File: src/rtl/ita_softmax_div_pool.sv
// Reciprocal divider pool for softmax normalisation: NUMER / den on NUM_DIV restoring
// dividers, accepted and returned in strict round-robin order so results stay in request order.

module ita_softmax_div_lane #(
  parameter int WIDTH      = 24,
  parameter int ADDR_WIDTH = 6,
  parameter int NUMER      = 65536
) (
  input  logic                  clk_i,
  input  logic                  rst_i,
  input  logic                  clr_i,
  input  logic                  start_i,
  input  logic [WIDTH-1:0]      den_i,
  input  logic [ADDR_WIDTH-1:0] addr_i,
  input  logic                  pop_i,
  output logic                  idle_o,
  output logic                  done_o,
  output logic [WIDTH-1:0]      quot_o,
  output logic [ADDR_WIDTH-1:0] addr_o,
  output logic                  div0_o
);
  localparam int CW = $clog2(WIDTH+1);
  localparam int RW = WIDTH+1;
  localparam logic [WIDTH-1:0] NUMER_W = WIDTH'(NUMER);

  typedef enum logic [1:0] {IDLE, BUSY, DONE} state_t;
  state_t state_q, state_d;

  logic [CW-1:0]         cnt_q;
  logic [WIDTH:0]        rem_q;
  logic [WIDTH-1:0]      quo_q, den_q;
  logic [ADDR_WIDTH-1:0] addr_q;
  logic                  div0_q;
  logic [WIDTH+1:0]      rem_sh;
  logic                  rem_ge;
  logic [WIDTH:0]        rem_nx;

  // quo_q starts as the dividend and shifts quotient bits in from the right, MSB first
  always_comb begin
    rem_sh = {rem_q, quo_q[WIDTH-1]};
    rem_ge = rem_sh >= {2'b00, den_q};
    rem_nx = rem_ge ? RW'(rem_sh - {2'b00, den_q}) : rem_sh[WIDTH:0];
  end

  always_comb begin
    state_d = state_q;
    case (state_q)
      IDLE:    if (start_i) state_d = BUSY;
      BUSY:    if (cnt_q == CW'(WIDTH-1)) state_d = DONE;
      DONE:    if (pop_i) state_d = IDLE;
      default: state_d = IDLE;
    endcase
    if (clr_i) state_d = IDLE;
  end

  always_ff @(posedge clk_i or posedge rst_i) begin
    if (rst_i) state_q <= IDLE;
    else       state_q <= state_d;
  end

  always_ff @(posedge clk_i or posedge rst_i) begin
    if (rst_i) begin
      cnt_q  <= '0;
      rem_q  <= '0;
      quo_q  <= '0;
      den_q  <= '0;
      addr_q <= '0;
      div0_q <= 1'b0;
    end else if (clr_i) begin
      cnt_q <= '0;
    end else if (state_q == IDLE && start_i) begin
      den_q  <= den_i;
      addr_q <= addr_i;
      div0_q <= (den_i == '0);
      quo_q  <= NUMER_W;
      rem_q  <= '0;
      cnt_q  <= '0;
    end else if (state_q == BUSY) begin
      rem_q <= rem_nx;
      quo_q <= {quo_q[WIDTH-2:0], rem_ge};
      cnt_q <= cnt_q + CW'(1);
    end
  end

  assign idle_o = (state_q == IDLE);
  assign done_o = (state_q == DONE);
  assign quot_o = div0_q ? '1 : quo_q;
  assign addr_o = addr_q;
  assign div0_o = div0_q;
endmodule

module ita_softmax_div_pool #(
  parameter int NUM_DIV    = 4,
  parameter int WIDTH      = 24,
  parameter int ADDR_WIDTH = 6,
  parameter int NUMER      = 65536
) (
  input  logic                  clk_i,
  input  logic                  rst_i,
  input  logic                  flush_i,
  input  logic                  in_valid_i,
  output logic                  in_ready_o,
  input  logic [WIDTH-1:0]      in_den_i,
  input  logic [ADDR_WIDTH-1:0] in_addr_i,
  output logic                  out_valid_o,
  input  logic                  out_ready_i,
  output logic [WIDTH-1:0]      out_quot_o,
  output logic [ADDR_WIDTH-1:0] out_addr_o,
  output logic                  out_div0_o,
  output logic                  busy_o
);
  localparam int PW = (NUM_DIV > 1) ? $clog2(NUM_DIV) : 1;

  logic [PW-1:0]                        wr_ptr, rd_ptr;
  logic [NUM_DIV-1:0]                   lane_idle, lane_done, lane_start, lane_pop;
  logic [NUM_DIV-1:0][WIDTH-1:0]        lane_quot;
  logic [NUM_DIV-1:0][ADDR_WIDTH-1:0]   lane_addr;
  logic [NUM_DIV-1:0]                   lane_div0;
  logic                                 accept, pop;

  function automatic logic [PW-1:0] ptr_inc(input logic [PW-1:0] p);
    return (p == PW'(NUM_DIV-1)) ? '0 : p + PW'(1);
  endfunction

  // ready/valid look only at the pointed-to lane, from registered state: no bypass
  assign in_ready_o  = lane_idle[wr_ptr] & ~rst_i;
  assign out_valid_o = lane_done[rd_ptr];
  assign accept      = in_valid_i & in_ready_o & ~flush_i;
  assign pop         = out_valid_o & out_ready_i & ~flush_i;
  assign busy_o      = ~(&lane_idle);
  assign out_quot_o  = out_valid_o ? lane_quot[rd_ptr] : '0;
  assign out_addr_o  = out_valid_o ? lane_addr[rd_ptr] : '0;
  assign out_div0_o  = out_valid_o & lane_div0[rd_ptr];

  always_ff @(posedge clk_i or posedge rst_i) begin
    if (rst_i) begin
      wr_ptr <= '0;
      rd_ptr <= '0;
    end else if (flush_i) begin
      wr_ptr <= '0;
      rd_ptr <= '0;
    end else begin
      if (accept) wr_ptr <= ptr_inc(wr_ptr);
      if (pop)    rd_ptr <= ptr_inc(rd_ptr);
    end
  end

  for (genvar i = 0; i < NUM_DIV; i++) begin : g_lane
    assign lane_start[i] = accept & (wr_ptr == PW'(i));
    assign lane_pop[i]   = pop & (rd_ptr == PW'(i));
    ita_softmax_div_lane #(.WIDTH(WIDTH), .ADDR_WIDTH(ADDR_WIDTH), .NUMER(NUMER)) u_lane (
      .clk_i   (clk_i),
      .rst_i   (rst_i),
      .clr_i   (flush_i),
      .start_i (lane_start[i]),
      .den_i   (in_den_i),
      .addr_i  (in_addr_i),
      .pop_i   (lane_pop[i]),
      .idle_o  (lane_idle[i]),
      .done_o  (lane_done[i]),
      .quot_o  (lane_quot[i]),
      .addr_o  (lane_addr[i]),
      .div0_o  (lane_div0[i])
    );
  end
endmodule

File: config.mk
export PLATFORM = sky130hd
export DESIGN_NAME = ita_softmax_div_pool
export DESIGN_NICKNAME = d
export VERILOG_FILES = /design/src/rtl/ita_softmax_div_pool.sv
export SDC_FILE = /design/constraint.sdc
export NUM_CORES = 1
export LEC_CHECK = 0
export ABC_AREA = 1
export ABC_CLOCK_PERIOD_IN_PS = 26000
export BUFFER_PORTS_ARGS = -buffer_cell sky130_fd_sc_hd__buf_2
export CAP_MARGIN = 20
export CORE_ASPECT_RATIO = 2
export CORE_MARGIN = 2
export CORE_UTILIZATION = 40
export CTS_CLUSTER_DIAMETER = 150
export DETAILED_ROUTE_END_ITERATION = 6
export GPL_TIMING_DRIVEN = 1
export PLACE_DENSITY_LB_ADDON = 0.2
export SLEW_MARGIN = 20
export SYNTH_ARGS = -nofsm -noshare
export SYNTH_HDL_FRONTEND = slang
export SYNTH_SLANG_ARGS = --single-unit
export TNS_END_PERCENT = 30
File: constraint.sdc
create_clock -name clk_i -period 26 [get_ports clk_i]
set_clock_uncertainty 0.1 [all_clocks]
set_input_delay 5.2 -clock clk_i [delete_from_list [all_inputs] [get_ports clk_i]]
set_output_delay 5.2 -clock clk_i [all_outputs]
set_load 0.02 [all_outputs]
==> results.yml, run 1 <==
outcome:
  status: "finished, violations left"
  violations: "DRC"
cells_and_area:
  area_growth_pct: 9.662
  final_area_um2: 25990
  utilization_pct: 44.19
  drive_gt1_share_pct: 5.157
  antennaDiodeCount: 0
  nets: 3747
placed_design:
  io_buffers: 68
  dp.final_hpwl_mm: 58.93
  place.gp.congestion: 0.9613
  placed_area_um2: 24700
drt:
  viasPerCell: 5.107
  drt-initial-drc-count: 1180
  drc: 3
  routed-via-count: 22440
  wire_per_inst_um: 17.92
  wl_mm: 78.75
  ant_nets: 0
  dr.pass1.iters: 7
setup_path:
  crit_top_cell: "buf_2"
  cp_cell_sequence: "buf_2 -> inv_8 -> nand3_4 -> inv_1 -> buf_2"
  critPathMaxStageDelay_ns: 0.34
  cp-start-kind: "primary input"
  cp_num_buf_inv: 4
  cp.arrival_ns: 6.18
  cpLargestDelayFamily: "buffers and inverters"
  cp_data_required_time_ns: 20.70
  worstSetupPathType: "in2out"
  crit_slowest_cell: "inv_8"
  crit_fanout: 67
  cp-end-kind: "output port"
synth:
  ys_seq_area_share_pct: 37.17
  ys_types: 39
  synth_nets: 3732
  syn-cell-area_um2: 23700
  ys_warn_count: 0
  syn_avg_cell_area_um2: 6.610
  syn_inst: 3585
  ys_ff_latch: 352
die:
  dieArea_um2: 61330
  die_y_um: 348.2
  initial_utilization_pct: 40.30
  num_rows: 126
  dieWidth_um: 176.1
  pin_count: 69
  coreArea_um2: 58800
global_routing:
  grt_pass1_vias: 22850
  antenna_found_initial: 1
  grt_usage_pct: 26.23
  grt_pass1_wl_mm: 124.3
  grt_max_degree: 76
  overflow: 0
clock_tree:
  h-tree-depth: 2
  clkTransAtPathRegs_ns: 0.06
  cts_hold_buf: 0
  root_buffer: "clkbuf_16"
  cts_buffers: 37
  cts_tree: "yes"
  post_cts_buffers: 0
  cts_buffer_depth: 3
  post_cts_resized: 0
  clk_latency_ns: 0.57
  clock_sinks: 352
power:
  power_density_nw_per_um2: 117.4
  leakage_nw: 14.66
  max-vdd-ir-drop_uv: 81.92
  power_mw: 3.050
timing:
  fin_crit_ns: 11.48
  tightest_slew_ns: 0.9939
  min_period_over_period_pct: 44.14
  finalSetupViolations: 0
  rsz0062_at_grt: "false"
  holdWs_ns: 0.3804
  slew_headroom_pct: 33.74
  finalHoldViolations: 0
  slew_violations: 0
  max_freq_ghz: 0.08713
  setup_tns_ns: 0
job:
  cap_violations: 0
worst_hold_path:
  worstHoldPathType: "reg2reg"
[power breakdown]
group | leakage (nW) | total [mW] | switching (mW) | internal (mW)
clock network | 0.615 | 0.581 | 0.244 | 0.337
registers | 4.69 | 0.726 | 0.0769 | 0.650
logic | 9.35 | 1.74 | 1.18 | 0.566
total | 14.7 | 3.05 | 1.50 | 1.55
[worst register-to-register path: cells and delay by family, from the launching register on]
family | cells | cell delay (ns)
adder cells (fa/ha/maj) | 2 | 0.64
AND/OR/NAND/NOR | 7 | 1.56
buffers and inverters | 3 | 0.56
flip-flops | 1 | 0.42
[Yosys cell counts]
library cell | instances | area [µm²]
nor2_4 | 2 | 22.52
o22ai_1 | 64 | 400.4
nor3b_1 | 3 | 22.52
clkinv_1 | 1 | 3.750
buf_1 | 6 | 22.52
buf_2 | 26 | 130.1
nand3_2 | 2 | 20.02
and2_1 | 4 | 25.02
nand2_2 | 6 | 37.54
o21ai_1 | 1 | 5.000
nand3_4 | 1 | 17.52
xnor2_1 | 30 | 262.8
nor2_8 | 1 | 20.02
nand2_1 | 1439 | 5401
a21oi_1 | 73 | 365.4
buf_6 | 5 | 56.30
ha_1 | 108 | 1351
nand3b_1 | 69 | 518.0
inv_1 | 550 | 2064
nor2_1 | 192 | 720.7
nand4_4 | 2 | 42.54
o21ai_0 | 175 | 875.8
nor2_2 | 2 | 12.51
or2_2 | 8 | 50.05
nor4_1 | 8 | 50.05
o21bai_1 | 3 | 22.52
nand4_1 | 55 | 344.1
clkbuf_1 | 77 | 289.0
o31ai_1 | 5 | 37.54
nand3_1 | 270 | 1351
o211ai_1 | 2 | 15.01
or4_1 | 1 | 7.510
inv_2 | 1 | 3.750
fa_1 | 4 | 80.08
xor2_1 | 9 | 78.83
a31o_2 | 1 | 8.760
nor3_1 | 20 | 100.1
buf_4 | 7 | 52.55
dfrtp_1 | 352 | 8808
[path summary, 6_finish.rpt]
kind / start / to / slack, ns / cells past startpoint
worst max-delay path: rst_i / in_ready_o / 14.52 / 5
worst min-delay path: g_lane[3].u_lane.div0_o$_DFFE_PP0P_ / g_lane[3].u_lane.div0_o$_DFFE_PP0P_ / 0.38 / 2
worst max register to register: g_lane[0].u_lane.quo_q[23]$_DFFE_PP0P_ / g_lane[0].u_lane.rem_q[18]$_DFFE_PP0P_ / 22.61 / 12
worst min register to register: g_lane[3].u_lane.div0_o$_DFFE_PP0P_ / g_lane[3].u_lane.div0_o$_DFFE_PP0P_ / 0.38 / 2
max in group asynchronous: rst_i / g_lane[1].u_lane.quo_q[18]$_DFFE_PP0P_ / 19.25 / 4
min in group asynchronous: rst_i / g_lane[3].u_lane.den_q[5]$_DFFE_PP0P_ / 4.57 / 2
[flip-flops by register name (all words and copies together) (netlist names)]
register	flops
g_lane.u_lane.addr_o	24
rd_ptr	2
g_lane.u_lane.cnt_q	20
g_lane.u_lane.rem_q	100
g_lane.u_lane.state_q	8
g_lane.u_lane.quo_q	96
wr_ptr	2
g_lane.u_lane.div0_o	4
g_lane.u_lane.den_q	96
[cell families (layout without fill, tap and decap cells)]
logic type / count (synthesis) / after routing / synth area share (%)
xor gates and xnor gates: 39 / 39 / 1.441
AOI/OAI and AO/OA: 324 / 324 / 7.302
buffers and inverters: 673 / 714 / 11.07
and+or+nand+nor: 2085 / 2085 / 36.98
adders and majority gates: 112 / 112 / 6.040
DFF: 352 / 352 / 37.17
[final cells by class]
cell class	count	area [µm²]
repair buffers	97	558.0
clock inverters	16	267.8
multi-input cells	2560	12300
inverters	552	2079
fillers	6267	32820
clock buffers	49	1011
flip-flops and latches	352	8808
well taps	768	960.9
[metrics by stage]
stage          setup slack (ns)  cells
3_3_place_gp              14.43   4329
5_1_grt                   14.40   4394
6_report                  14.52   4394
4_1_cts                   14.44   4394
2_1_floorplan             7.415   3585
3_5_place_dp              14.44   4329
[per-layer routing]
| metal | vias to the layer above | global-route usage [%] | share of wire, % |
|---|---|---|---|
| met5 | - | 0 | 0.013 |
| met4 | 2 | 17.29 | 7.3 |
| met3 | 220 | 2.342 | 3.1 |
| met2 | 470 | 50.87 | 55 |
| met1 | 10540 | 26.00 | 35 |
| li1 | 11210 | - | - |
[layout by cell type (no fill, tap or decap), types with 2 or more instances in the layout]
cell type,n
nand2_1,1437
inv_1,549
dfrtp_1,352
nand3_1,270
nor2_1,188
o21ai_0,175
ha_1,108
a21oi_1,73
nand3b_1,69
buf_2,68
o22ai_1,64
nand4_1,55
clkbuf_16,37
xnor2_1,30
buf_4,29
nor3_1,20
xor2_1,9
nor4_1,8
or2_2,8
clkbuf_1,8
nand2_2,7
bufinv_16,6
nor2_4,5
o31ai_1,5
and2_1,4
fa_1,4
clkbuf_8,4
nor2_2,3
o21bai_1,3
nor3b_1,3
inv_6,3
clkinvlp_4,3
nand3_2,2
nand4_4,2
o211ai_1,2
clkinv_2,2
No activity file was read; power rests on OpenSTA's default activity.
==> run 2, diff against run 1 <==
--- a/config.mk
+++ b/config.mk
@@ -5,8 +5,8 @@
 export SDC_FILE = /design/constraint.sdc
 export NUM_CORES = 1
 export LEC_CHECK = 0
-export ABC_AREA = 1
-export ABC_CLOCK_PERIOD_IN_PS = 26000
+export ABC_AREA = 0
+export ABC_CLOCK_PERIOD_IN_PS = 10700
 export BUFFER_PORTS_ARGS = -buffer_cell sky130_fd_sc_hd__buf_2
 export CAP_MARGIN = 20
 export CORE_ASPECT_RATIO = 2
==> constraint.sdc (replaced) <==
create_clock -name clk_i -period 10.7 [get_ports clk_i]
set_clock_uncertainty 0.1 [all_clocks]
set_input_delay 2.14 -clock clk_i [delete_from_list [all_inputs] [get_ports clk_i]]
set_output_delay 2.14 -clock clk_i [all_outputs]
set_load 0.02 [all_outputs]
==> run 2 against run 1 <==
Compared with the run above:
- the run now ends clean
- routed wire length decreased by 25%
- sequential cell count unchanged
- worst setup slack worse by 9.2 ns
- hold slack lost 0.0076 ns
- utilization up 0.56 points
- non-clock buffer count down 7
- via count shrank 27%
- die area shrank 15%
- first-iteration DRC count decreased by 23%
- register-to-register slack worse by 16 ns
- critical path type is now reg2out
==> results.yml, run 2 <==
worst_hold_path:
  worstHoldPathType: "reg2reg"
timing:
  finalSetupViolations: 0
  max_freq_ghz: 0.1859
  finalHoldViolations: 0
  fin_crit_ns: 5.380
  finalWorstSetupSlack_ns: 5.320
  holdWs_ns: 0.3728
  rsz0062_at_grt: "false"
  min_period_over_period_pct: 50.28
  slew_violations: 0
  tightest_slew_ns: 1.143
  setup_tns_ns: 0
  slew_headroom_pct: 23.78
setup_path:
  cp_data_required_time_ns: 8.46
  cp_num_buf_inv: 2
  crit_slowest_cell: "mux4_2"
  worstSetupPathType: "reg2out"
  cpLargestDelayFamily: "multiplexers"
  crit_fanout: 32
  critPathMaxStageDelay_ns: 0.82
  cp.arrival_ns: 3.14
  cp-end-kind: "output port"
  cp_cell_sequence: "inv_1 -> mux4_2 -> a21oi_1 -> buf_2"
  cp-start-kind: "flop"
placed_design:
  io_buffers: 68
  pre_cts_ws_ns: 5.366
  dp.final_hpwl_mm: 40.29
  dp.cells: 2761
  place.gp.congestion: 0.8627
synth:
  ys_types: 74
  synth-edff-count: 0
  ys_warn_count: 0
  ys_ff_latch: 352
  synth_area_leaders: "dfrtp_1 44%, ha_1 6.7%, nand2_1 5.2%"
  async_reset_ff_share_pct: 100.0
  yosys.area.top_type: "dfrtp_1"
  ys_seq_area_share_pct: 43.72
  syn_avg_cell_area_um2: 9.420
  synth_top_area_share_pct: 43.72
  syn_inst: 2139
  synth_nets: 2286
  syn-cell-area_um2: 20150
  synthFlopType: "dfrtp_1"
  post-synth-top-count-cell: "dfrtp_1"
  synth_common_cells: "352 x dfrtp_1, 279 x nand2_1, 192 x o21ai_0"
power:
  intPower_mw: 3.069
  max-vdd-ir-drop_uv: 212.3
  pwr-share-seq_pct: 33.3
  power_density_nw_per_um2: 217.3
  clockPowerShare_pct: 27.9
  combPwrFrac_pct: 38.8
  power_mw: 4.855
  switchingPower_mw: 1.786
  leakage_nw: 10.60
  switching_share_pct: 36.79
die:
  initial_utilization_pct: 40.36
  die_y_um: 321.4
  dieArea_um2: 52290
  num_rows: 116
  coreArea_um2: 49930
  dieWidth_um: 162.7
  pin_count: 69
clock_tree:
  cts_tree: "yes"
  cts_buffer_depth: 3
  post_cts_buffers: 0
  h-tree-depth: 2
  cts_hold_buf: 0
  cts_buffers: 35
  root_buffer: "clkbuf_16"
  clk_latency_ns: 0.55
  clock_sinks: 352
  post_cts_resized: 0
  clkTransAtPathRegs_ns: 0.07
global_routing:
  grt_usage_pct: 22.87
  grt_max_degree: 189
  grt_pass1_vias: 16940
  grt_pass1_wl_mm: 93.36
  antenna_found_initial: 1
  overflow: 0
drt:
  drc: 0
  viasPerCell: 5.803
  routed-via-count: 16400
  wire_per_inst_um: 20.88
  wl_mm: 59.01
  dr.pass1.iters: 5
  ant_nets: 0
  drt-initial-drc-count: 908
cells_and_area:
  largest_reg_flops: 100
  final_cell_mix: "352 x dfrtp_1, 279 x nand2_1, 192 x o21ai_0, 135 x a21oi_1, 126 x inv_1"
  antennaDiodeCount: 0
  stdcell_count: 2826
  largest_register: "g_lane.u_lane.rem_q"
  n_fill_cell: 4797
  final_common_cell: "dfrtp_1"
  area_growth_pct: 10.89
  nets: 2298
  drive_gt1_share_pct: 11.67
  reg.largest.list: "g_lane.u_lane.rem_q (100), g_lane.u_lane.den_q (96), g_lane.u_lane.quo_q (96)"
job:
  cap_violations: 0
outcome:
  status: "completed"
## run 2: worst paths after layout
| path | from | endpoint | slack, ns | cells past startpoint |
|---|---|---|---|---|
| min in group asynchronous | rst_i | g_lane[0].u_lane.rem_q[24]$_DFFE_PP0P_ | 1.65 | 3 |
| max in group asynchronous | rst_i | g_lane[0].u_lane.quo_q[4]$_DFFE_PP0P_ | 7.32 | 5 |
| hold / removal | g_lane[3].u_lane.div0_o$_DFFE_PP0P_ | g_lane[3].u_lane.div0_o$_DFFE_PP0P_ | 0.37 | 2 |
| setup reg to reg | g_lane[0].u_lane.quo_q[23]$_DFFE_PP0P_ | g_lane[0].u_lane.rem_q[17]$_DFFE_PP0P_ | 6.70 | 13 |
| hold reg to reg | g_lane[3].u_lane.div0_o$_DFFE_PP0P_ | g_lane[3].u_lane.div0_o$_DFFE_PP0P_ | 0.37 | 2 |
| setup / recovery | rd_ptr[0]$_DFFE_PP0P_ | out_quot_o[20] | 5.32 | 4 |
## run 2: metrics by stage
step,cell area [µm²],util (%)
CTS,22290,44.65
finish,22340,44.75
floorplan,20150,-
detailed placement,21040,42.15
global route,22340,44.75
global placement,21040,42.15
## run 2: worst register-to-register path: cells and delay by family, from the launching register on
kind | cells | cell delay (ns)
adders and majority gates | 2 | 0.45
buffers and inverters | 2 | 0.58
DFF | 1 | 0.45
AOI/OAI and AO/OA | 7 | 1.70
and+or+nand+nor | 1 | 0.22
muxes | 1 | 0.39
## run 2: layout make-up
class	count	area, µm²	area share [%]
inverters	129	488.0	2.184
multi-input cells	1543	10430	46.66
flip-flops and latches	352	8808	39.42
clock buffers	47	1023	4.581
well taps	649	812.0	3.634
repair buffers	90	563.0	2.520
clock inverters	16	224.0	1.002
## run 2: power groups by stage
stage               combinational (mW)  clock, mW  sequential (mW)
floorplan                         1.53          0             1.60
global placement                  1.84          0             1.63
detailed placement                1.87          0             1.64
CTS                               1.88       1.39             1.61
global route                      2.09       1.44             1.64
finish                            1.89       1.36             1.61
## run 2: cells by family after synthesis
family                     Yosys count  synth area share [%]
adders and majority gates          112                 7.104
buffers and inverters              244                 4.856
AOI/OAI and AO/OA                  667                 21.67
xor gates and xnor gates            87                 3.782
muxes                              104                 6.023
DFF                                352                 43.72
and+or+nand+nor                    573                 12.85
## run 2: metal layers
metal	wire, µm	vias up	global-route usage [%]
met2	31340	454	42.69
met3	2644	125	3.146
met4	2688	2	10.93
met1	22320	8154	25.08
li1	-	7663	-
met5	13	-	0
